--- src/rtl/mult_div_unit.sv ---
// Iterative multiply/divide unit: one bit per cycle, then sign fixup.
// MULT_DIV_UNIT_ACC_EN enables the hilo_i accumulate/subtract path.
module mult_div_unit #(
  parameter int unsigned WIDTH = 32
) (
  input  logic               clk,
  input  logic               rst,
  input  logic               start_i,
  input  logic [2:0]         op_i,
  input  logic [WIDTH-1:0]   opdata1_i,
  input  logic [WIDTH-1:0]   opdata2_i,
  input  logic [2*WIDTH-1:0] hilo_i,
  input  logic               annul_i,
  output logic [2*WIDTH-1:0] result_o,
  output logic               ready_o,
  output logic               busy_o,
  output logic               div_by_zero_o
);

  localparam int unsigned CW = $clog2(WIDTH) + 1;

  typedef enum logic [1:0] {
    IDLE  = 2'd0,
    CALC  = 2'd1,
    FIXUP = 2'd2,
    DONE  = 2'd3
  } state_t;

  state_t             state_q, state_d;
  logic [2:0]         op_q;
  logic [WIDTH-1:0]   a_q, b_q;
  logic [WIDTH-1:0]   hi_q, lo_q;
  logic [CW-1:0]      cnt_q;
  logic               dbz_q;
  logic [2*WIDTH-1:0] result_q;

  logic               in_signed, in_div, in_dbz, accept;
  logic [WIDTH-1:0]   in_a_mag;

  assign in_signed = ~op_i[0];
  assign in_div    = (op_i[2:1] == 2'b01);
  assign in_dbz    = in_div && (opdata2_i == '0);
  assign in_a_mag  = (in_signed && opdata1_i[WIDTH-1]) ? -opdata1_i : opdata1_i;
  assign accept    = (state_q == IDLE) && start_i && !annul_i;

  logic             sgn_q, div_q, a_neg, b_neg, res_neg;
  logic [WIDTH-1:0] b_mag;

  assign sgn_q   = ~op_q[0];
  assign div_q   = (op_q[2:1] == 2'b01);
  assign a_neg   = sgn_q & a_q[WIDTH-1];
  assign b_neg   = sgn_q & b_q[WIDTH-1];
  assign res_neg = a_neg ^ b_neg;
  assign b_mag   = b_neg ? -b_q : b_q;

  // lo_q holds |opdata1| for both kinds: multiplier bits (product is
  // commutative) or dividend bits shifted into the partial remainder.
  logic [WIDTH:0]   mul_sum;
  logic [WIDTH:0]   div_shift;
  logic [WIDTH+1:0] div_diff;
  logic [WIDTH-1:0] hi_step, lo_step;

  always_comb begin
    mul_sum   = {1'b0, hi_q} + (lo_q[0] ? {1'b0, b_mag} : '0);
    div_shift = {hi_q, lo_q[WIDTH-1]};
    div_diff  = {1'b0, div_shift} - {2'b00, b_mag};
    hi_step   = mul_sum[WIDTH:1];
    lo_step   = {mul_sum[0], lo_q[WIDTH-1:1]};
    if (div_q) begin
      if (!div_diff[WIDTH+1]) begin
        hi_step = div_diff[WIDTH-1:0];
        lo_step = {lo_q[WIDTH-2:0], 1'b1};
      end else begin
        hi_step = div_shift[WIDTH-1:0];
        lo_step = {lo_q[WIDTH-2:0], 1'b0};
      end
    end
  end

  logic [2*WIDTH-1:0] prod, prod_s, mul_res, fix_res;
  logic [WIDTH-1:0]   quo, rem;

`ifdef MULT_DIV_UNIT_ACC_EN
  logic [2*WIDTH-1:0] hilo_q;
`else
  logic unused_hilo;
  assign unused_hilo = ^hilo_i;
`endif

  always_comb begin
    prod    = {hi_q, lo_q};
    prod_s  = res_neg ? -prod : prod;
    quo     = res_neg ? -lo_q : lo_q;
    rem     = a_neg ? -hi_q : hi_q;
    mul_res = prod_s;
`ifdef MULT_DIV_UNIT_ACC_EN
    if (op_q[2]) begin
      mul_res = op_q[1] ? (hilo_q - prod_s) : (hilo_q + prod_s);
    end
`endif
    fix_res = div_q ? {rem, quo} : mul_res;
  end

  always_ff @(posedge clk or negedge rst) begin
    if (!rst) begin
      state_q <= IDLE;
    end else begin
      state_q <= state_d;
    end
  end

  always_comb begin
    state_d       = state_q;
    busy_o        = (state_q != IDLE);
    ready_o       = (state_q == DONE);
    div_by_zero_o = (state_q == DONE) && dbz_q;
    case (state_q)
      IDLE:    if (accept) state_d = in_dbz ? DONE : CALC;
      CALC:    if (cnt_q == CW'(1)) state_d = FIXUP;
      FIXUP:   state_d = DONE;
      DONE:    state_d = IDLE;
      default: state_d = IDLE;
    endcase
    if (state_q != IDLE && annul_i) begin
      state_d = IDLE;
    end
  end

  always_ff @(posedge clk or negedge rst) begin
    if (!rst) begin
      op_q     <= '0;
      a_q      <= '0;
      b_q      <= '0;
      hi_q     <= '0;
      lo_q     <= '0;
      cnt_q    <= '0;
      dbz_q    <= 1'b0;
      result_q <= '0;
`ifdef MULT_DIV_UNIT_ACC_EN
      hilo_q   <= '0;
`endif
    end else begin
      case (state_q)
        IDLE: begin
          if (accept) begin
            op_q  <= op_i;
            a_q   <= opdata1_i;
            b_q   <= opdata2_i;
            hi_q  <= '0;
            lo_q  <= in_a_mag;
            dbz_q <= in_dbz;
`ifdef MULT_DIV_UNIT_ACC_EN
            hilo_q <= hilo_i;
`endif
            if (in_dbz) begin
              cnt_q    <= '0;
              result_q <= {opdata1_i, {WIDTH{1'b1}}};
            end else begin
              cnt_q <= CW'(WIDTH);
            end
          end
        end
        CALC: begin
          if (annul_i) begin
            cnt_q <= '0;
          end else begin
            hi_q  <= hi_step;
            lo_q  <= lo_step;
            cnt_q <= cnt_q - 1'b1;
          end
        end
        FIXUP: begin
          if (!annul_i) begin
            result_q <= fix_res;
          end
        end
        default: ;
      endcase
    end
  end

  assign result_o = result_q;

endmodule

--- config.mk ---
export PLATFORM = sky130hd
export DESIGN_NAME = mult_div_unit
export DESIGN_NICKNAME = d
export VERILOG_FILES = /design/src/rtl/mult_div_unit.sv
export SDC_FILE = /design/constraint.sdc
export NUM_CORES = 1
export LEC_CHECK = 0
export BUFFER_PORTS_ARGS = -buffer_cell sky130_fd_sc_hd__clkbuf_2
export CORE_ASPECT_RATIO = 1.1
export CORE_MARGIN = 2
export CORE_UTILIZATION = 25
export DETAILED_ROUTE_END_ITERATION = 10
export GPL_ROUTABILITY_DRIVEN = 0
export PLACE_DENSITY = 0.49
export SYNTH_ARGS = -nofsm -noshare
export SYNTH_HDL_FRONTEND = slang
export SYNTH_SLANG_ARGS = --single-unit
--- constraint.sdc ---
create_clock -name clk -period 6.1 [get_ports clk]
set_clock_uncertainty 0.15 [all_clocks]
set_input_delay 0.305 -clock clk [delete_from_list [all_inputs] [get_ports clk]]
set_output_delay 0.305 -clock clk [all_outputs]
set_load 0.005 [all_outputs]
==> key figures, run 1 <==
Critical path
  – WP data required: 6.30 ns
  – Worst-path maximum fanout: 6
  – Slowest cell on the critical path: dfrtp_1
  – CP cell instances: inv_1 -> ha_1 -> nand3_1 -> or4_1 -> nor4_2 -> nor2_1 -> xnor2_1 -> ha_1 -> a21oi_1 -> o21ai_0 -> or3b_2 -> or3_1 -> a211oi_1 -> o41ai_1 -> xnor2_1 -> nand3_1 -> a32o_1
  – Max stage delay on crit path: 0.50 ns
  – CP Launch Type: flip-flop
  – R2r startpoint: b_q[0]$_DFFE_PN0P_
  – Setup crit end: hi_q[27]$_DFFE_PN0P_
  – Flop-to-flop setup slack: 0.75 ns
  – Worst r2r dst: hi_q[27]$_DFFE_PN0P_
  – CP Launch Point: b_q[0]$_DFFE_PN0P_
  – Critical path class: reg2reg
  – Worst Reg2Reg Path Length in Cells: 17
  – Crit end category: flip-flop
  – Critical Path AT: 5.55 ns

Drt
  – Post-route ant nets: 0
  – Remaining DRCs: 0
  – Vias per cell: 5.098
  – Overall routed net length: 48050 um
  – Vias: 13200
  – Wirelength per Cell: 18.56 um
  – Pre-antenna DRT Iters: 6
  – DRT iter0 DRCs: 908

STA
  – Crit path setup slack, layout: 0.7494 ns
  – Relative slew slack: 24.22%
  – Slew @ Worst Pin: 1.134 ns
  – Min Hold Slack: 0.05010 ns
  – RSZ-0062 raised after global routing: false
  – Hold Fails Final Rpt: 0
  – Post-layout min period: 5.351 ns
  – Fmax: 0.1869 GHz
  – Total negative slack: 0 ns
  – Pins Over Slew Limit: 0
  – Final Cycle Share: 87.72%
  – Final setup fails: 0

Cells and area
  – Final instance area: 16530 um2
  – Share of cells above drive strength 1: 13.98%
  – Post-layout util: 29.51%
  – N_diodes: 0
  – Area Overhead vs Synth: 16.87%
  – Nets: 2043

Yosys
  – Yosys warnings: 0
  – Top cells by area, synth: dfrtp_1 (31%), o21ai_0 (7.0%), ha_1 (6.5%)
  – Synth Flop Type: dfrtp_1
  – Mapped cell area: 14140 um2
  – Cells after synthesis: 1716
  – Post-synthesis cell type count: 73
  – #FFs+latches synth: 173
  – Asr flop ratio synth: 100.0%
  – Cell with the most instances after synthesis: nand2_1
  – Leading area contributor after synthesis: dfrtp_1
  – Syn_area_per_cell: 8.243 um2
  – Sequential element share of the synthesized area: 30.61%
  – Post-synth EDFFs: 0
  – Syn_nets: 1927
  – Top cells by count, synth: nand2_1 (213), o21ai_0 (197), dfrtp_1 (173)
  – Top-area cell type share of the netlist area: 30.61%

Floorplan
  – Core area: 56020 um2
  – Die area: 58500 um2
  – Die height: 253.5 um
  – Cell row count: 91
  – Starting Density: 25.25%
  – I/O pin count: 202
  – Die W: 230.8 um

Flow run
  – Maximum capacitance violations: 0

Global route
  – Initial antenna violation count: 1
  – First-pass GRT wire length: 74690 um
  – Largest net degree at the start of global routing: 93
  – Vias in the first global route: 12620
  – GRT Total Usage: 16.46%
  – Total global routing overflow: 0

CTS
  – Reg clk slew, reported paths: 0.08 ns
  – Cts hold-fix bufs: 35
  – Clock root buffer: clkbuf_16
  – H-Tree Depth: 4
  – CTS buffer count: 17
  – Worst-Skew Late Latency: 0.47 ns
  – # clock sinks: 173
  – Number of post-CTS setup repair buffers: 0
  – Cts repair resizes: 0
  – Max clock buf depth: 2
  – CTS tree: built

Power and ir drop
  – Static leakage: 7.023 nW
  – VDD IR max: 257.4 uV
  – Pwr dens: 666.3 nW/um2

Placed design
  – HPWL Detailed: 37240 um
  – IO Port Bufs: 137
  – Place WS: 0.8133 ns
  – DP Area: 15580 um2

Hold path
  – WHS Path Cells: 2
  – HP Class: in2reg

Outcome
  – Outcome: finished, final reports clean
logic make-up after synthesis:
group,Yosys count,share of synthesized area [%]
buffers and inverters,121,3.282
muxes,74,5.582
AOI/OAI and AO/OA,525,23.12
DFF,173,30.61
adders and majority gates,76,6.829
and+or+nand+nor,571,19.68
xor gates and xnor gates,176,10.90
through the flow:
stage          instances  total power (W)
2_1_floorplan       1716         0.007680
3_3_place_gp        2522         0.009731
3_5_place_dp        2522         0.009814
4_1_cts             2589          0.01100
5_1_grt             2589          0.01199
6_report            2589          0.01101
worst min-delay path by stage:
stage,start,to
floorplan,rst,a_q[31]$_DFFE_PN0P_
global placement,rst,result_o[54]$_DFFE_PN0P_
detailed placement,rst,result_o[54]$_DFFE_PN0P_
CTS,op_i[0],op_q[0]$_DFFE_PN0P_
global route,op_i[0],op_q[0]$_DFFE_PN0P_
finish,opdata1_i[31],a_q[31]$_DFFE_PN0P_
cell usage in the layout (no fill, tap or decap), types with 7 or more instances in the layout:
| cell | instances |
|---|---|
| o31ai_1 | 17 |
| buf_4 | 19 |
| o21a_1 | 10 |
| a21o_1 | 35 |
| a22oi_1 | 17 |
| nand2b_1 | 13 |
| a21oi_1 | 108 |
| nor2_1 | 114 |
| clkbuf_16 | 17 |
| a211oi_1 | 15 |
| ha_1 | 72 |
| o41ai_1 | 8 |
| nor3b_1 | 18 |
| nor3_1 | 42 |
| mux2_2 | 39 |
| or3_1 | 16 |
| clkbuf_2 | 136 |
| nand3_1 | 49 |
| nor4_1 | 26 |
| nand4_1 | 10 |
| inv_1 | 26 |
| a31oi_1 | 29 |
| or4_1 | 9 |
| and2_1 | 11 |
| xnor2_1 | 96 |
| nand2_1 | 212 |
| mux2i_1 | 35 |
| o211ai_1 | 13 |
| dfrtp_1 | 173 |
| o21ai_0 | 197 |
| and3_1 | 9 |
| o22a_1 | 18 |
| xor2_1 | 80 |
| nor2b_1 | 7 |
| dlygate4sd3_1 | 35 |
per-layer routing:
layer	share of wire, %	routed length [um]	vias to the layer above	track usage (%)
met5	0.023	11	-	0
met4	1.4	684	2	3.502
met3	6.0	2899	36	3.310
met2	46	21880	374	26.23
met1	47	22580	6296	22.91
li1	-	-	6491	-
sequential cells by signal (all words and copies together), names as in the netlist:
name	cells
op_q	3
result_o	64
a_q	1
lo_q	32
dbz_q	1
b_q	32
hi_q	32
state_q	2
cnt_q	6
critical path, delay by kind of cell, from the launching register on:
| family | cells | cell delay (ns) |
|---|---|---|
| simple gates | 7 | 2.09 |
| compound gates | 5 | 1.19 |
| fa+ha+maj | 2 | 0.58 |
| xor+xnor | 2 | 0.55 |
| flops | 1 | 0.50 |
| buf+inv | 1 | 0.16 |
where the power goes:
part	total [W]	switching [W]	leakage [nW]	internal, W
logic	0.00751	0.00451	4.64	0.00300
registers	0.00238	0.000736	2.09	0.00164
clock network	0.00113	0.000578	0.291	0.000551
final cells by class:
class	count	area, um2
Clock buffer	17	425.4
Clock inverter	15	170.2
Fill cell	6067	39490
Inverter	27	101.3
Multi-Input combinational cell	1422	9389
Sequential cell	173	4329
Tap cell	744	930.9
Timing Repair Buffer	191	1185
Power figures use the tool's default switching activity.
==> run 2, diff against run 1 <==
- GPL_TIMING_DRIVEN: not set -> 0
==> key figures, run 2 (synthesis gave the netlist of run 1 again) <==
Drt
  – Remaining DRCs: 0
  – Vias: 13920
  – Overall routed net length: 53200 um
  – Wirelength per Cell: 19.95 um
  – Pre-antenna DRT Iters: 5
  – DRT iter0 DRCs: 1112
  – Post-route ant nets: 0
  – Vias per cell: 5.219

Global route
  – Initial antenna violation count: 1
  – GRT Total Usage: 18.11%
  – First-pass GRT wire length: 80950 um
  – Total global routing overflow: 0
  – Vias in the first global route: 13390
  – Largest net degree at the start of global routing: 101

Critical path
  – Buf+Inv Stages, Crit Path: 2
  – WP data required: 6.38 ns
  – Critical path class: reg2reg
  – Crit end category: flip-flop
  – Critical Path AT: 5.95 ns
  – CP cell instances: nor2b_1 -> clkbuf_1 -> buf_1 -> nor2_1 -> a21oi_1 -> nor2_1 -> ha_1 -> a211oi_1 -> o21a_1 -> a211oi_1 -> o31ai_1 -> o21ai_0 -> nand3_1 -> mux2i_1 -> a2111oi_0 -> a211o_1
  – Max stage delay on crit path: 0.69 ns
  – Kind of cell adding the most delay to the critical path: compound AO/OA/AOI/OAI gates
  – Worst-path maximum fanout: 10
  – Slowest cell on the critical path: a2111oi_0
  – CP Launch Type: flip-flop

Placed design
  – DP Area: 15800 um2
  – Placed cells: 2598
  – IO Port Bufs: 137
  – HPWL Detailed: 42600 um

CTS
  – Number of post-CTS setup repair buffers: 0
  – CTS buffer count: 17
  – H-Tree Depth: 4
  – # clock sinks: 173
  – Clock root buffer: clkbuf_16
  – Max clock buf depth: 2
  – CTS tree: built
  – Reg clk slew, reported paths: 0.08 ns
  – Worst-Skew Late Latency: 0.48 ns

STA
  – Fmax: 0.1763 GHz
  – Relative slew slack: 33.58%
  – Slew @ Worst Pin: 0.9873 ns
  – Post-layout min period: 5.673 ns
  – Final Cycle Share: 93.01%
  – Hold Fails Final Rpt: 0
  – Total negative slack: 0 ns
  – Final setup fails: 0
  – Pins Over Slew Limit: 0
  – RSZ-0062 raised after global routing: false

Cells and area
  – Final instance area: 16780 um2
  – Commonest non-fill, non-tap cells in the layout: nand2_1 (213), o21ai_0 (196), dfrtp_1 (173)
  – Max reg flops: 64
  – Leading cell type in the layout, fill and taps excluded: nand2_1
  – Share of cells above drive strength 1: 12.39%
  – Finished Layout Cells: 2667
  – # fillers: 6084
  – Nets: 2119
  – Area Overhead vs Synth: 18.66%

Floorplan
  – Die height: 253.5 um
  – Die W: 230.8 um
  – Cell row count: 91
  – Core area: 56020 um2
  – Die area: 58500 um2
  – I/O pin count: 202
  – Starting Density: 25.25%

Flow run
  – Maximum capacitance violations: 0

Power and ir drop
  – Pwr dens: 686.6 nW/um2
  – Static leakage: 7.070 nW
  – Tot Pwr: 0.01152 W
  – VDD IR max: 272.7 uV

Outcome
  – Outcome: finished, final reports clean

Hold path
  – HP Class: in2reg
## run 2: worst register-to-register path, stage by stage (launching register included)
cell	delay (ns)
dfrtp_1	0.53
nor2b_1	0.17
clkbuf_1	0.37
buf_1	0.57
nor2_1	0.09
a21oi_1	0.44
nor2_1	0.15
ha_1	0.33
a211oi_1	0.08
o21a_1	0.28
a211oi_1	0.45
o31ai_1	0.22
o21ai_0	0.55
nand3_1	0.21
mux2i_1	0.16
a2111oi_0	0.69
a211o_1	0.19
## run 2: worst paths after layout
kind	slack, ns	startpoint	cells past startpoint	to
worst min register to register	0.34	result_o[48]$_DFFE_PN0P_	2	result_o[48]$_DFFE_PN0P_
worst max-delay path	0.43	b_q[31]$_DFFE_PN0P_	16	hi_q[28]$_DFFE_PN0P_
max in group asynchronous	4.52	rst	3	b_q[20]$_DFFE_PN0P_
worst max register to register	0.43	b_q[31]$_DFFE_PN0P_	16	hi_q[28]$_DFFE_PN0P_
min in group asynchronous	0.25	rst	2	result_o[61]$_DFFE_PN0P_
worst min-delay path	0.04	op_i[0]	2	op_q[0]$_DFFE_PN0P_
## run 2: where the power goes
part | switching (W) | total (W) | internal, W
Clock | 0.000584 | 0.00118 | 0.000599
Combinational | 0.00496 | 0.00799 | 0.00303
Sequential | 0.000707 | 0.00235 | 0.00164
Total | 0.00625 | 0.0115 | 0.00527
## run 2: metal layers
layer	GRT usage (%)	vias to the layer above	part of all wire, %
li1	-	6669	-
met1	24.28	6714	45
met2	29.74	478	46
met5	0	-	0
met4	5.032	0	1.9
met3	3.321	59	6.4
## run 2: area by class of cell
type / count / area, um2 / area share (%)
multi-input combinational: 1422 / 9360 / 55.77
inverter: 27 / 101.3 / 0.6038
tap: 744 / 930.9 / 5.546
clock buffer: 18 / 439.2 / 2.617
clock inverter: 14 / 178.9 / 1.066
timing repair buffer: 173 / 1072 / 6.389
buffer: 94 / 366.6 / 2.184
sequential: 173 / 4329 / 25.79
antenna: 2 / 5.005 / 0.02982
## run 2: repair_timing
| item | CTS | global route |
|---|---|---|
| hold buffers | 35 | 0 |
| setup endpoints to repair | 0 | 16 |
| hold endpoints to repair | 107 | 0 |
| resized for setup | 0 | 5 |
## run 2: metrics by stage
step / hold slack, ns / util [%] / worst slack, ns
3_5_place_dp: 0.2293 / 28.20 / 0.1994
3_3_place_gp: 0.3184 / 28.14 / 0.2829
2_1_floorplan: -0.1406 / - / 1.315
6_report: 0.03664 / 29.96 / 0.4267
4_1_cts: 0.02776 / 29.93 / 0.1683
5_1_grt: 0.04135 / 29.96 / 0.04599
